$ cat src/rtl/vram_packetizer.sv
// Frame-buffer to MAC packetizer: one packet per line, 4-byte header then R,G,B
// bytes per pixel, with a fixed idle gap after every packet.
module vram_packetizer #(
   parameter int H_PIX   = 320,
   parameter int V_LINES = 240,
   parameter int GAP     = 12,
   parameter int ADDR_W  = 17
) (
   input  logic              clk,
   input  logic              xrst,
   input  logic              start,
   output logic [ADDR_W-1:0] ram_addr,
   input  logic [23:0]       ram_dout,
   input  logic              tx_ready,
   output logic [7:0]        data_out,
   output logic              data_en,
   output logic              busy,
   output logic              done,
   output logic [7:0]        frame_id
);

   localparam int XW = (H_PIX > 1) ? $clog2(H_PIX) : 1;
   localparam int GW = $clog2(GAP + 1);
   localparam logic [XW-1:0] X_LAST = XW'(H_PIX - 1);
   localparam logic [15:0]   L_LAST = 16'(V_LINES - 1);
   localparam logic [GW-1:0] G_LAST = GW'(GAP - 1);

   typedef enum logic [1:0] {S_IDLE, S_HDR, S_PAY, S_GAP} state_t;

   state_t          state;
   logic [1:0]      hdr_idx;
   logic [1:0]      sub;
   logic [XW-1:0]   pix_x;
   logic [15:0]     line;
   logic [GW-1:0]   gap_cnt;
   logic [15:0]     pix_gb;
   logic            xfer;

   assign xfer = data_en & tx_ready;

   always_ff @(posedge clk or negedge xrst) begin
      if (!xrst) begin
         state    <= S_IDLE;
         hdr_idx  <= '0;
         sub      <= '0;
         pix_x    <= '0;
         line     <= '0;
         gap_cnt  <= '0;
         pix_gb   <= '0;
         ram_addr <= '0;
         data_out <= '0;
         data_en  <= 1'b0;
         busy     <= 1'b0;
         done     <= 1'b0;
         frame_id <= '0;
      end else begin
         done <= 1'b0;
         case (state)
            S_IDLE: begin
               // the done cycle is already IDLE, so gate on done to drop that start
               if (start && !done) begin
                  state    <= S_HDR;
                  busy     <= 1'b1;
                  data_en  <= 1'b1;
                  data_out <= 8'hA5;
                  hdr_idx  <= '0;
                  line     <= '0;
                  ram_addr <= '0;
               end
            end
            S_HDR: begin
               if (xfer) begin
                  hdr_idx <= hdr_idx + 2'd1;
                  case (hdr_idx)
                     2'd0:    data_out <= frame_id;
                     2'd1:    data_out <= line[15:8];
                     2'd2:    data_out <= line[7:0];
                     default: begin
                        data_out <= ram_dout[23:16];
                        pix_gb   <= ram_dout[15:0];
                        ram_addr <= ram_addr + ADDR_W'(1);
                        pix_x    <= '0;
                        sub      <= '0;
                        state    <= S_PAY;
                     end
                  endcase
               end
            end
            S_PAY: begin
               if (xfer) begin
                  case (sub)
                     2'd0: begin
                        data_out <= pix_gb[15:8];
                        sub      <= 2'd1;
                     end
                     2'd1: begin
                        data_out <= pix_gb[7:0];
                        sub      <= 2'd2;
                     end
                     default: begin
                        // last pixel: address already points at next line's pixel 0
                        if (pix_x == X_LAST) begin
                           state   <= S_GAP;
                           data_en <= 1'b0;
                           gap_cnt <= '0;
                        end else begin
                           data_out <= ram_dout[23:16];
                           pix_gb   <= ram_dout[15:0];
                           ram_addr <= ram_addr + ADDR_W'(1);
                           pix_x    <= pix_x + XW'(1);
                           sub      <= 2'd0;
                        end
                     end
                  endcase
               end
            end
            default: begin
               if (gap_cnt == G_LAST) begin
                  if (line == L_LAST) begin
                     state    <= S_IDLE;
                     busy     <= 1'b0;
                     done     <= 1'b1;
                     frame_id <= frame_id + 8'd1;
                  end else begin
                     line     <= line + 16'd1;
                     state    <= S_HDR;
                     data_en  <= 1'b1;
                     data_out <= 8'hA5;
                     hdr_idx  <= '0;
                  end
               end else begin
                  gap_cnt <= gap_cnt + GW'(1);
               end
            end
         endcase
      end
   end

endmodule

$ cat config.mk
export PLATFORM = sky130hd
export DESIGN_NAME = vram_packetizer
export DESIGN_NICKNAME = d
export VERILOG_FILES = /design/src/rtl/vram_packetizer.sv
export SDC_FILE = /design/constraint.sdc
export NUM_CORES = 1
export LEC_CHECK = 0
export BUFFER_PORTS_ARGS = -buffer_cell sky130_fd_sc_hd__buf_2
export CAP_MARGIN = 20
export CORE_MARGIN = 4
export CORE_UTILIZATION = 40
export CTS_CLUSTER_SIZE = 25
export DETAILED_ROUTE_END_ITERATION = 16
export HOLD_SLACK_MARGIN = 0.12
export PLACE_DENSITY = 0.6
export SYNTH_ARGS = -nofsm -noshare
export SYNTH_HDL_FRONTEND = slang
export SYNTH_SLANG_ARGS = --single-unit
export TNS_END_PERCENT = 30
$ cat constraint.sdc
create_clock -name clk -period 3.6 [get_ports clk]
set_clock_uncertainty 0.2 [all_clocks]
set_input_delay 0.36 -clock clk [delete_from_list [all_inputs] [get_ports clk]]
set_output_delay 0.36 -clock clk [all_outputs]
set_load 0.01 [all_outputs]
==> impl_results.md, run 1 <==
- Status: complete, no violations
- Global-route wire length before repair: 20.09 mm
- Sequential Power Share: approximately a third
- Worst reg-to-reg setup slack: 0.51 ns
- Fmax: between 300 and 400 MHz
- Worst setup path class: reg -> reg
- Starting Density: 41.30%
- CP Data Required Time: 3.63 ns
- Critical Path Start Type: flip-flop
- DRT iter0 DRCs: 332
- Die Wd: 120.1 um
- Area after DPL: 5456 um2
- Post-Syn Nets: between 500 and 600
- Leakage: 2.656 nW
- Crit path capture type: flip-flop
- Vias: roughly 4,200
- Post-synth top cells: dfrtp_1 (87), nand2_1 (74), nand3_1 (34), o21ai_0 (27), nor2_1 (26)
- Worst VDD drop: around 0.36 mV
- Final instance area: 5952 um2
- Overflow after GRT: 0
- Fin cells: 759
- Final hold violations: 0
- Syn avg cell area: 9.714 um2
- Die Y: between 100 and 150 um
- Mapped Cells: roughly 520
- Core area: 12,160 um2
- Launch point of the worst reg-to-reg path: state[1]$_DFFE_PN0P_
- DRT Pass-1 Iters: 9
- Top Ports: 64
- Num CTS Buffers: 9
- All-Layer GR Usage: about 17%
- Reg2reg end: pix_gb[10]$_DFFE_PN0P_
- WL/cell: 15.69 um
- Largest net degree at the start of global routing: 79
- Internal: 2.792 mW
- Initial antenna violation count: 0
- Worst-Margin Slew: about 0.7 ns
- CTS tree: yes
- Inst Count DP: between 700 and 800
- Synth Cell Area: roughly 5000 um2
- Post-synth EDFFs: 0
- CTS max path bufs: 2
- Max-slew violations: 0
- Final setup fails: 0
- Port buffer count: 63
- FFs w/ async S/R, synth: 100.0%
- TNS Setup: 0 ns
- Final core occ: 48.94%
- Rows: 40
- Post-cts resize count: 0
- Most common cell in the netlist: dfrtp_1
- Vias in the first global route: 4,168
- Min-Delay Path Class: in -> async
- Clock power share: 20.1%
- Sequential cell area: around 2200 um2
- H-tree levels: 3
- Gpl congestion: between 0.8 and 0.9
- Path depth of the worst reg2reg path: 7
- Register area share after synthesis: 43.35%
- Area of the multi-input gates: 2639 um2
- Post-Route WL: 11.91 mm
- CP Max Fanout: 24
- Net Sw Power: 1.880 mW
- Yosys top cell by area: dfrtp_1
- Detail Route Antenna Nets: 0
- Syn. warnings: 0
- RSZ-0062 raised after global routing: false
- Max Cap Violations: 0
- Final net count: 628
- DR vias/cell: 5.501
- Post-layout min period: between 3 and 4 ns
- Clock Latency Late Sink: 0.35 ns
- Post-synth cell types: 57
- Clk root buf: clkbuf_16
- Post-CTS setup buffer count: 0
- CTS sink cnt: 87
- Pwr dens: 785.0 nW/um2
- Switching Share: around two fifths
- Top cells by area, synth: dfrtp_1 (43%), nand2_1 (5.5%), mux2_4 (3.9%)
- Diode count: 0
- Total power: 4.672 mW
- DIE AREA: between 10,000 and 15,000 um2
- Post-synth top area share: 43.35%
- Synth Register Bits: just under 90
- Final period utilization: 85.79%
- Hpwl dp: roughly 8 mm
- Arr. time, crit path: 3.12 ns
- Fill cell count: about 1,200
- Synth Flop Type: dfrtp_1
- Worst-path clk slew: 0.07 ns
- Gate power share: 44.8%
- Area added between synthesis and finish: 18.51%
- Share of layout cells above drive strength 1: 21.32%
- Relative slew slack: between 50% and 60%
- Residual DRC: 0
-- logic make-up after synthesis --
family	Yosys count	synth area share (%)
muxes	41	9.791
and+or+nand+nor	226	23.82
DFF	87	43.35
adders and majority gates	13	3.239
xor gates and xnor gates	22	3.837
buffers and inverters	44	4.110
AOI/OAI and AO/OA	84	11.86
-- sequential cells by signal (all words and copies together), names as in the netlist --
register and flops:
pix_gb 16, data_en 1, frame_id 8, gap_cnt 4, pix_x 9, data_out 8
done 1, state 2, busy 1, sub 2, ram_addr 17, hdr_idx 2
line 16
-- critical path, stage by stage (launching register included) --
cell	delay, ns
dfrtp_1	0.45
inv_1	0.11
ha_1	0.43
nor2b_4	0.23
or4_1	0.69
or2_1	0.27
buf_4	0.25
mux2_4	0.33
-- stage by stage --
| stage | hold WS, ns | setup slack [ns] |
|---|---|---|
| 2_1_floorplan | -0.1356 | 0.9470 |
| 3_3_place_gp | 0.2886 | 0.6586 |
| 3_5_place_dp | 0.2939 | 0.5681 |
| 4_1_cts | 0.3006 | 0.5471 |
| 5_1_grt | 0.2514 | 0.4053 |
| 6_report | 0.2383 | 0.5115 |
-- cell type report --
class,count,share of cell area (%)
clock buffer,10,4.015
clock inverter,5,0.9880
inverter,14,0.8829
multi-input combinational,386,44.33
sequential,87,36.58
tap,168,3.532
timing repair buffer,89,9.670
-- metal layers --
metal	part of all wire, %	vias up	track usage (%)
met3	6.0	22	5.561
li1	-	2021	-
met2	47	118	27.08
met5	0	-	0
met1	45	2014	22.25
met4	2.0	0	5.727
-- placed cells by master (no fill, tap or decap), types with 4 or more instances in the layout --
| cell | n |
|---|---|
| ha_1 | 13 |
| dlygate4sd3_1 | 17 |
| xor2_1 | 7 |
| dfrtp_1 | 87 |
| nor4b_1 | 4 |
| mux2i_1 | 15 |
| inv_1 | 14 |
| mux2_2 | 13 |
| nor3_1 | 11 |
| a222oi_1 | 10 |
| o21ai_0 | 27 |
| and4_1 | 4 |
| buf_4 | 9 |
| nor4_1 | 5 |
| nand4_1 | 12 |
| clkbuf_16 | 9 |
| and3_1 | 15 |
| o211ai_1 | 5 |
| and2_1 | 5 |
| xnor2_1 | 15 |
| o221ai_1 | 4 |
| nor2_1 | 26 |
| a21oi_1 | 11 |
| mux2_4 | 13 |
| or4b_2 | 7 |
| nand3_1 | 34 |
| nand2_1 | 74 |
| nor2b_1 | 5 |
| a22oi_1 | 5 |
| nand3b_1 | 6 |
| buf_2 | 62 |
-- power groups by stage --
stage                     Clock, mW  Sequential, mW  Combinational (mW)
after CTS                     0.970            1.63                2.10
after global placement            0            1.63                2.02
final                         0.940            1.64                2.09
after detailed placement          0            1.64                2.08
after global routing           1.01            1.70                2.33
after floorplan                   0            1.59                1.58
-- worst max path at each step --
stage / slack [ns] / from / depth (start not counted) / endpoint
global placement: 0.66 / state[1]$_DFFE_PN0P_ / 7 / pix_gb[10]$_DFFE_PN0P_
finish: 0.51 / state[1]$_DFFE_PN0P_ / 7 / pix_gb[10]$_DFFE_PN0P_
CTS: 0.55 / state[1]$_DFFE_PN0P_ / 7 / pix_gb[11]$_DFFE_PN0P_
floorplan: 0.95 / state[1]$_DFFE_PN0P_ / 10 / pix_gb[10]$_DFFE_PN0P_
detailed placement: 0.57 / state[1]$_DFFE_PN0P_ / 7 / pix_gb[3]$_DFFE_PN0P_
global route: 0.41 / state[1]$_DFFE_PN0P_ / 7 / pix_gb[15]$_DFFE_PN0P_
-- what timing repair did --
item | 4_1_cts | 5_1_grt
setup endpoints to repair | 0 | 0
hold buffers | 17 | 0
hold endpoints to repair | 93 | 0
Note: power is estimated with default switching activity, not from simulation.
==> run 2: changes to the inputs <==
Settings changed: CTS_BUF_LIST set to sky130_fd_sc_hd__clkbuf_2 sky130_fd_sc_hd__clkbuf_4 sky130_fd_sc_hd__clkbuf_8.
==> run 2 against run 1 <==
Maximum frequency grew 0.78%; total power shrank 5.5%; cell count unchanged; global-route usage down 0.17 points; via count is 0.53% higher; critical path type unchanged; largest cell class unchanged; highest routed layer unchanged.
==> impl_results.md, run 2 (synthesized netlist as in run 1, its figures left out) <==
- Arr. time, crit path: 3.12 ns
- Core area: 12,160 um2
- Rows: 40
- Num CTS Buffers: 9
- Vias: 4,197
- Clk root buf: clkbuf_8
- Largest register by flop count: ram_addr
- Diode count: 0
- Worst-path clk slew: 0.09 ns
- CP Max Fanout: 24
- Post-route setup slack: 0.5356 ns
- Share of layout cells above drive strength 1: 21.32%
- Top Registers: ram_addr (17), line (16), pix_gb (16)
- RSZ-0062 raised after global routing: false
- Fill cell count: 1,185
- Overflow after GRT: 0
- Post-placement worst setup slack: about 0.57 ns
- Worst setup path class: reg -> reg
- Final net count: 628
- Slowest cell on the critical path: or4_1
- Final setup fails: 0
- Final instance area: 5851 um2
- Pwr dens: 755.0 nW/um2
- Final core occ: between 40% and 50%
- Final hold violations: 0
- Residual DRC: 0
- All-Layer GR Usage: 16.99%
- Max-slew violations: 0
- Routed wl met3: 644 um
- CTS sink cnt: 87
- Area after DPL: 5456 um2
- CTS tree: yes
- Die Y: 120.1 um
- Max reg flops: 17
- CP bufs+invs: 2
- Gpl congestion: 0.8530
- Crit path capture type: flip-flop
- Max layer used: met4
- Area of the multi-input gates: 2639 um2
- Relative slew slack: 53.61%
- DRT Pass-1 Iters: 5
- Post-layout min period: 3.064 ns
- Initial antenna violation count: 0
- Status: complete, no violations
- TNS Setup: 0 ns
- Largest net degree at the start of global routing: 79
- Post-CTS setup buffer count: 0
- M1 wire length: 5.436 mm
- Area added between synthesis and finish: 16.49%
- CP Data Required Time: 3.66 ns
- Die Wd: 120.1 um
- CP Cell Sequence: inv_1 -> ha_1 -> nor2b_4 -> or4_1 -> or2_1 -> buf_4 -> mux2_4
- Global-route wire length before repair: 19.95 mm
- Starting Density: about two fifths
- Sequential cell area: 2177 um2
- Met2 wire len: roughly 5.5 mm
- WHS: slightly above 0.2 ns
- Post-cts resize count: 0
- WL/cell: around 16 um
- Commonest non-fill, non-tap cell in the layout: dfrtp_1
- DRT iter0 DRCs: roughly 360
- Critical Path Start Type: flip-flop
- Final period utilization: a little under nine tenths
- Post-Route WL: 11.84 mm
- Max Cap Violations: 0
- Detail Route Antenna Nets: 0
- CP max stage delay: roughly 0.68 ns
- Vias in the first global route: 4,125
- Clock Latency Late Sink: 0.38 ns
- Min-Delay Path Class: in -> async
- DR vias/cell: 5.530
- Top Ports: 64
- Worst VDD drop: 0.3761 mV
- DIE AREA: 14,410 um2
- Port buffer count: 63
- Leakage: 2.609 nW
- Delay-heaviest family, CP: simple AND/OR/NAND/NOR gates
- Hpwl dp: 8.138 mm
- Worst-Margin Slew: 0.6945 ns
- Fmax: 326.3 MHz
- CTS max path bufs: 2
- Commonest cells after routing, fill and taps aside: dfrtp_1 (87), nand2_1 (74), buf_2 (62), nand3_1 (34), o21ai_0 (27)
- H-tree levels: 3
## run 2: cell counts in the layout (fill, tap and decap cells not counted)
No cell type changed its count.
## run 2: metrics by stage
stage,power (mW),cells
final,4.417,759
after global routing,4.790,759
after detailed placement,3.726,726
after floorplan,3.171,517
after CTS,4.452,758
after global placement,3.646,726
## run 2: final cells by class
cell class | count | share of cell area [%]
multi-input combinational | 386 | 45.10
sequential | 87 | 37.21
timing repair buffer | 89 | 9.837
tap | 168 | 3.593
clock buffer | 10 | 2.352
clock inverter | 5 | 1.005
inverter | 14 | 0.8982
## run 2: timing repair
action | in CTS | in global routing
hold buffers | 17 | 0
endpoints found under the setup margin | 0 | 0
endpoints found under the hold margin | 93 | 0
## run 2: layer usage
layer	global-route usage (%)	up-vias
li1	-	2015
met1	22.37	2040
met2	26.59	119
met3	5.090	23
met4	5.941	0
met5	0	-
## run 2: power by group
| group | internal (mW) | total (mW) | switching [mW] | leakage (nW) |
|---|---|---|---|---|
| sequential | 1.29 | 1.64 | 0.344 | 1.11 |
| combinational | 0.944 | 2.09 | 1.14 | 1.40 |
| clock | 0.336 | 0.693 | 0.358 | 0.0944 |
| total | 2.57 | 4.42 | 1.84 | 2.61 |
## run 2: worst paths after layout
path                            depth (start not counted)  slack, ns              startpoint                       end
worst max-delay path                                    7       0.54    state[1]$_DFFE_PN0P_    pix_gb[11]$_DFFE_PN0P_
worst min-delay path                                    2       0.21                    xrst  ram_addr[10]$_DFFE_PN0P_
worst max register to register                          7       0.54    state[1]$_DFFE_PN0P_    pix_gb[11]$_DFFE_PN0P_
worst min register to register                          1       0.31  pix_gb[15]$_DFFE_PN0P_    pix_gb[15]$_DFFE_PN0P_
max in group asynchronous                               3       2.40                    xrst      pix_x[5]$_DFFE_PN0P_
min in group clk                                        6       0.27            ram_dout[21]   data_out[5]$_DFFE_PN0P_
## run 2: worst register-to-register path, stage by stage (launching register included)
cell and delay (ns):
dfrtp_1 0.44, inv_1 0.11, ha_1 0.43, nor2b_4 0.23, or4_1 0.69, or2_1 0.27, buf_4 0.24, mux2_4 0.34
==> run 3: changes to the inputs <==
Settings changed: PLACE_DENSITY 0.6 to 0.63.
==> run 3 against run 2 <==
Maximum frequency shrank 0.25%; count of clock-buffer cells in the layout grew 1; die area is the same; global-route usage shrank 0.059 points; cell count is the same; largest cell class unchanged; clock power shrank 8.1%; combinational power is essentially flat; core utilization shrank 0.38 points; via count shrank 0.74%; total power shrank 2.0%.
==> impl_results.md, run 3 (synthesized netlist as in run 1, its figures left out) <==
- Status: complete, no violations
- DRT Pass-1 Iters: 7
- TNS Setup: 0 ns
- Clock Latency Late Sink: about 0.38 ns
- CTS max path bufs: 2
- CP Max Fanout: 24
- Die Y: 120.1 um
- Detail Route Antenna Nets: 0
- Num CTS Buffers: 9
- CTS sink cnt: 87
- Vias in the first global route: 4,044
- Port buffer count: 63
- Post-Route WL: 11.73 mm
- Switching Share: 42.34%
- Gate power share: 47.5%
- Vias: 4,166
- Post-cts resize count: 0
- Area after DPL: roughly 5500 um2
- Pwr dens: 745.9 nW/um2
- Max Cap Violations: 0
- Diode count: 0
- Initial antenna violation count: 0
- Largest register by flop count: ram_addr
- Min-Delay Path Class: in -> reg
- Sequential Power Share: 37.8%
- Top Ports: 64
- Internal: 2.497 mW
- CP Cell Sequence: inv_1 -> ha_1 -> nor2b_4 -> or4_1 -> or2_1 -> buf_4 -> mux2_4
- Post-layout min period: 3.072 ns
- Slowest cell on the critical path: or4_1
- Worst-path clk slew: 0.09 ns
- CP max stage delay: about 0.68 ns
- WL/cell: between 15 and 20 um
- Rows: 40
- Critical Path Start Type: flip-flop
- Share of layout cells above drive strength 1: 21.32%
- CTS tree: yes
- Worst setup path class: reg -> reg
- Worst VDD drop: 0.3377 mV
- Area of the multi-input gates: 2639 um2
- Fill cell count: about 1,100
- Final core occ: roughly 48%
- Arr. time, crit path: between 3 and 4 ns
- Final setup fails: 0
- Final instance area: roughly 5800 um2
- Clk root buf: clkbuf_8
- Fmax: roughly 330 MHz
- WHS: 0.2746 ns
- Worst-Margin Slew: ~0.85 ns
- Net Sw Power: 1.833 mW
- Gpl congestion: 0.8501
- Final net count: 627
- Overflow after GRT: 0
- All-Layer GR Usage: 16.93%
- Area added between synthesis and finish: 15.57%
- Leakage: 2.599 nW
- Largest net degree at the start of global routing: 66
- H-tree levels: 3
- DRT iter0 DRCs: 384
- Crit path capture type: flip-flop
- DR vias/cell: approximately 5.5
- Commonest cells after routing, fill and taps aside: dfrtp_1 (87), nand2_1 (74), buf_2 (62), nand3_1 (34), o21ai_0 (27)
- Clock power share: about 15%
- Hpwl dp: 8.160 mm
- Final hold violations: 0
- Hold_buf cts: 17
- Commonest non-fill, non-tap cell in the layout: dfrtp_1
- Die Wd: about 120 um
- Post-CTS setup buffer count: 0
- Total power: 4.330 mW
- Top Registers: ram_addr (17), line (16), pix_gb (16)
- Max-slew violations: 0
- Max reg flops: 17
- DIE AREA: about 14,000 um2
- Relative slew slack: a little over two fifths
- Global-route wire length before repair: ~20 mm
- Starting Density: 41.30%
- Residual DRC: 0
- Sequential cell area: 2177 um2
- RSZ-0062 raised after global routing: false
- Core area: 12,160 um2
- CP Data Required Time: around 3.7 ns
- Final period utilization: between 80% and 90%
-- run 3: cell types whose count changed in the layout (fill, tap and decap cells not counted), sizes merged --
cell	change
bufinv	-1
buf	-1
clkinvlp	-2
clkbuf	+1
clkinv	+2
inv	+1
-- run 3: critical path: cells and delay by family (launching register included) --
kind | cells | cell delay [ns]
multiplexers | 1 | 0.33
buffers and inverters | 2 | 0.35
adder cells (fa/ha/maj) | 1 | 0.43
flip-flops | 1 | 0.45
AND/OR/NAND/NOR | 3 | 1.17
-- run 3: area by class of cell --
class | instances | area share (%)
multi-input cells | 386 | 45.46
well taps | 168 | 3.621
flip-flops and latches | 87 | 37.51
repair buffers | 88 | 9.442
clock inverters | 5 | 0.5605
clock buffers | 11 | 2.501
inverters | 14 | 0.9054
-- run 3: path summary, 6_finish.rpt --
kind / start / endpoint / slack, ns / cells past startpoint
worst min register to register: busy$_DFFE_PN0P_ / busy$_DFFE_PN0P_ / 0.31 / 1
worst max-delay path: state[1]$_DFFE_PN0P_ / pix_gb[11]$_DFFE_PN0P_ / 0.53 / 7
worst min-delay path: ram_dout[23] / data_out[7]$_DFFE_PN0P_ / 0.27 / 6
max in group asynchronous: xrst / frame_id[4]$_DFFE_PN0P_ / 2.04 / 3
min in group asynchronous: xrst / ram_addr[11]$_DFFE_PN0P_ / 0.44 / 2
worst max register to register: state[1]$_DFFE_PN0P_ / pix_gb[11]$_DFFE_PN0P_ / 0.53 / 7
-- run 3: through the flow --
| step | worst slack, ns | instances |
|---|---|---|
| after CTS | 0.5581 | 759 |
| after detailed placement | 0.5873 | 726 |
| after floorplan | 0.9470 | 517 |
| after global placement | 0.6683 | 726 |
| after global routing | 0.3963 | 759 |
| final | 0.5278 | 759 |
-- run 3: power groups by stage --
stage | Clock, mW | Sequential (mW) | Combinational [mW]
floorplan | 0 | 1.59 | 1.58
global placement | 0 | 1.63 | 1.99
detailed placement | 0 | 1.65 | 2.05
CTS | 0.666 | 1.63 | 2.07
global route | 0.709 | 1.69 | 2.31
finish | 0.637 | 1.64 | 2.06
-- run 3: routing by layer --
metal | share of wire, % | global-route usage, % | wire length (um)
met1 | 45 | 22.15 | 5287
met2 | 48 | 27.12 | 5610
met3 | 5.3 | 4.665 | 627
met4 | 1.8 | 5.583 | 206
met5 | 0 | 0 | 0
